File: config.mk
export PLATFORM = sky130hd
export DESIGN_NAME = aes_dec_round_fsm
export DESIGN_NICKNAME = d
export VERILOG_FILES = /design/src/rtl/aes_dec_round_fsm.sv
export SDC_FILE = /design/constraint.sdc
export NUM_CORES = 1
export LEC_CHECK = 0
export ABC_AREA = 1
export CAP_MARGIN = 10
export CORE_MARGIN = 4
export CORE_UTILIZATION = 40
export DETAILED_ROUTE_END_ITERATION = 12
export PLACE_DENSITY = 0.72
export SKIP_CTS_REPAIR_TIMING = 1
export SYNTH_ARGS = -nofsm -noshare
export SYNTH_HDL_FRONTEND = slang
export SYNTH_SLANG_ARGS = --single-unit
File: constraint.sdc
create_clock -name clk -period 1.6 [get_ports clk]
set_input_delay 0.24 -clock clk [delete_from_list [all_inputs] [get_ports clk]]
set_output_delay 0.24 -clock clk [all_outputs]
set_load 0.01 [all_outputs]
File: src/rtl/aes_dec_round_fsm.sv
// AES decryption round controller: optional forward key expansion, then inverse
// rounds Nr..0 with per-round datapath controls and a one-cycle done pulse.
module aes_dec_round_fsm #(
  parameter int NR_128 = 10,
  parameter int NR_256 = 14,
  parameter int CNT_W  = 4
) (
  input  logic             clk,
  input  logic             rst,
  input  logic             start,
  input  logic             key_len,
  input  logic             key_new,
  output logic             ready,
  output logic             key_gene_en,
  output logic [CNT_W-1:0] key_wr_addr,
  output logic [CNT_W-1:0] key_rd_addr,
  output logic [CNT_W-1:0] Round_Count,
  output logic             init_round,
  output logic             final_round,
  output logic             round_en,
  output logic             done
);

  localparam logic [1:0] S_IDLE   = 2'd0;
  localparam logic [1:0] S_KEYEXP = 2'd1;
  localparam logic [1:0] S_ROUND  = 2'd2;
  localparam logic [1:0] S_DONE   = 2'd3;

  localparam logic [CNT_W-1:0] NR_S = CNT_W'(NR_128);
  localparam logic [CNT_W-1:0] NR_L = CNT_W'(NR_256);

  logic [1:0]       state;
  logic             key_len_q;   // length of the block in flight
  logic             key_len_s;   // length of the key currently held in storage
  logic             key_valid;
  logic [CNT_W-1:0] wr_cnt;
  logic [CNT_W-1:0] rnd_cnt;
  logic [CNT_W-1:0] nr_q;
  logic [CNT_W-1:0] nr_in;
  logic             need_exp;

  assign nr_q     = key_len_q ? NR_L : NR_S;
  assign nr_in    = key_len   ? NR_L : NR_S;
  assign need_exp = key_new || !key_valid || (key_len != key_len_s);

  always_ff @(posedge clk) begin
    if (rst) begin
      state     <= S_IDLE;
      key_len_q <= 1'b0;
      key_len_s <= 1'b0;
      key_valid <= 1'b0;
      wr_cnt    <= '0;
      rnd_cnt   <= '0;
    end else begin
      case (state)
        S_IDLE: begin
          if (start) begin
            key_len_q <= key_len;
            if (need_exp) begin
              state  <= S_KEYEXP;
              wr_cnt <= CNT_W'(1);
            end else begin
              state   <= S_ROUND;
              rnd_cnt <= nr_in;
            end
          end
        end
        S_KEYEXP: begin
          if (wr_cnt == nr_q) begin
            state     <= S_ROUND;
            wr_cnt    <= '0;
            rnd_cnt   <= nr_q;
            key_valid <= 1'b1;
            key_len_s <= key_len_q;
          end else begin
            wr_cnt <= wr_cnt + CNT_W'(1);
          end
        end
        S_ROUND: begin
          // Counter stops at 0 so it holds there through DONE and IDLE.
          if (rnd_cnt == '0) state <= S_DONE;
          else               rnd_cnt <= rnd_cnt - CNT_W'(1);
        end
        default: state <= S_IDLE;
      endcase
    end
  end

  assign ready       = (state == S_IDLE);
  assign key_gene_en = (state == S_KEYEXP);
  assign key_wr_addr = wr_cnt;
  assign Round_Count = rnd_cnt;
  assign key_rd_addr = rnd_cnt;
  assign round_en    = (state == S_ROUND);
  assign init_round  = (state == S_ROUND) && (rnd_cnt == nr_q);
  assign final_round = (state == S_ROUND) && (rnd_cnt == '0);
  assign done        = (state == S_DONE);

endmodule

==> impl_metrics.tcl <==
set metrics [dict create \
    outcome "finished, final reports clean" \
    vias 993 \
    grt_max_degree 10 \
    crit_path_max_incr_delay_ns 0.57 \
    pre_cts_ws_ns 0.0121 \
    hpwl_microns 1760 \
    drc_errors 0 \
    dr.pass1.iters 4 \
    cts.path.max_buffers 2 \
    finClkSkew_ns 0.00263 \
    ys_ff_latch 13 \
    period_share 0.948 \
    r2r_cells 8 \
    yosysWarnings 0 \
    drtIter0Drc 11 \
    netSwitchingPower_w 0.00114 \
    antenna_cells 0 \
    synth_area_leader_cell "dfxtp_1" \
    seq_area_frac_synth 0.280 \
    intPower_w 0.00131 \
    worst_slack_ns 0.0833 \
    path_clk_slew_ns 0.08 \
    leakage_nw 0.653 \
    critPathSlowestCell "clkdlybuf4s50_1" \
    grt_overflow_total 0 \
    syn_area_sq_um 930 \
    worstPathCellList "clkdlybuf4s50_1" \
    min_from "key_valid" \
    p_seq_frac 0.215 \
    drv_slew 0 \
    io_buffers 22 \
    path_max_fanout 6 \
    ant_nets 0 \
    finalPower_w 0.00244 \
    cts_sinks 13 \
    cap_violations 0 \
    syn_avg_cell_area_sq_um 6.55 \
    wire_per_inst_microns 11.3 \
    gp_congestion 0.893 \
    placedCellCount 198 \
    path_buf_inv 1 \
    syn_nets 156 \
    ir_drop_mv 1.01 \
    start_util 0.420 \
    synthCells 142 \
    start_kind "register" \
    grt_use_met3 0.0325 \
    critPathRequiredTime_ns 1.36 \
    path_delay_family "buffers and inverters" \
    whs_path_depth 2 \
    regToRegStartpoint "state[1]" \
    routed_via_density 4.92 \
    synth_area_leaders "dfxtp_1 (28%), nand2_1 (15%), ha_1 (12%), inv_1 (8.1%), nor2_1 (7.7%)" \
    cts_root_buf "clkbuf_4" \
    cts_buffers 3 \
    rrSetupSlack_ns 0.13 \
    grt_usage 0.162 \
    power_per_cell_area_mw_per_mm2 1890 \
    grt_first_pass_wirelength_microns 4110 \
    critPathCaptureType "output port" \
    tns_ns 0 \
    syn2layout_area_growth_pct 39.0 \
    hp-class "register to register" \
    core-area_sq_mm 0.00221 \
    hold_end "key_valid" \
    worstMarginPinSlew_ns 0.282 \
    yosysTopAreaCellShare 0.280 \
    hold_viol 0 \
    insertion_delay_ns 0.29 \
    ios 23 \
    post-route-util 0.584 \
    use_met1 0.190 \
    grt_pass1_vias 971 \
    sw_frac_of_total 0.466 \
    cp_data_arrival_time_ns 1.28 \
    die_height_microns 56.2 \
    clkPwrFrac 0.088 \
    setup_violations 0 \
    instances_no_fill 202 \
    cts_tree "built" \
    rows 17 \
    rr_endpoint "key_wr_addr[3]" \
    criticalPathCategory "register to output port" \
    drive_gt1_frac 0.178 \
    num-fill-cells 222 \
    die_w_microns 56.2 \
    die_area_sq_mm 0.00316 \
    layout_common_cells "nand2_1 (35), inv_1 (18), nor2_1 (18)" \
    maxSlewHeadroom 0.811 \
    final_common_cell "nand2_1" \
    fin_crit_ns 1.52 \
    comb_power_share 0.697 \
    use_met2 0.279 \
    top_usage_layer "met2" \
    fmax_mhz 659 \
    synth.distinct_cells 20 \
    antenna_found_initial 0 \
    drt_wl_total_microns 2280 \
    nNetsFinal 189 \
    cts_htree_levels 1 \
]
-- kinds of logic after synthesis --
logic type / after synthesis / synth area share
simple gates: 72 / 0.345
compound gates: 19 / 0.110
flops: 13 / 0.280
fa+ha+maj: 9 / 0.121
xor+xnor: 2 / 0.0188
buf+inv: 27 / 0.125
-- area by class of cell --
class	instances	area, sq um	area share
multi-input cells	102	576	0.445
repair buffers	32	303	0.234
flip-flops and latches	13	267	0.206
clock buffers	4	26.3	0.0203
inverters	23	86.3	0.0668
well taps	28	35.0	0.0271
-- synthesized netlist by cell type, drive strengths merged --
cell type,instances
xor2,2
nor2,19
buf,4
a21oi,12
nand3,12
o211ai,1
o21ai,4
ha,9
a22oi,1
dfxtp,13
o21a,1
clkinv,2
nand4,3
inv,21
nand2,38
-- flip-flops by register name, summed over array words and instances, names as in the netlist --
signal	cells
key_valid	1
key_len_q	1
key_len_s	1
key_wr_addr	4
Round_Count	4
state	2
-- power by group through the flow --
stage | combinational, W | sequential, W | clock, W
CTS | 0.00164 | 0.000516 | 0.000217
global placement | 0.00161 | 0.000515 | 0
finish | 0.00170 | 0.000525 | 0.000215
detailed placement | 0.00163 | 0.000523 | 0
floorplan | 0.000984 | 0.000545 | 0
global route | 0.00193 | 0.000546 | 0.000235
-- how the worst max path moves through the flow --
stage                    from        endpoint  slack, ns  cells after the start
2_1_floorplan        state[0]  Round_Count[2]       0.21                     10
3_3_place_gp         state[0]      init_round       0.03                      5
3_5_place_dp         state[0]      init_round       0.01                      5
4_1_cts              state[1]           ready      -0.31                      4
5_1_grt              state[1]  Round_Count[3]     -0.005                     12
6_report       Round_Count[3]  Round_Count[3]       0.08                      1
-- stage by stage --
stage	hold slack [ns]	area [sq um]
after floorplan	0.309	930
after global placement	0.443	1230
after detailed placement	0.446	1230
after CTS	0.458	1260
after global routing	0.495	1290
final	0.455	1290
-- metal layers --
layer	wire length, microns	up-vias
li1	-	506
met4	50	0
met1	1000	456
met2	1120	26
met3	103	5
met5	0	-
-- worst reg2reg max path, cell delays in order (launching register included) --
cell     delay (ns)
dfxtp_1        0.33
buf_4          0.14
inv_2          0.09
ha_2           0.20
buf_4          0.16
nand2_1        0.13
nand2_2        0.14
o21a_1         0.13
nor2_1         0.04
(Power assumes the default switching activity.)
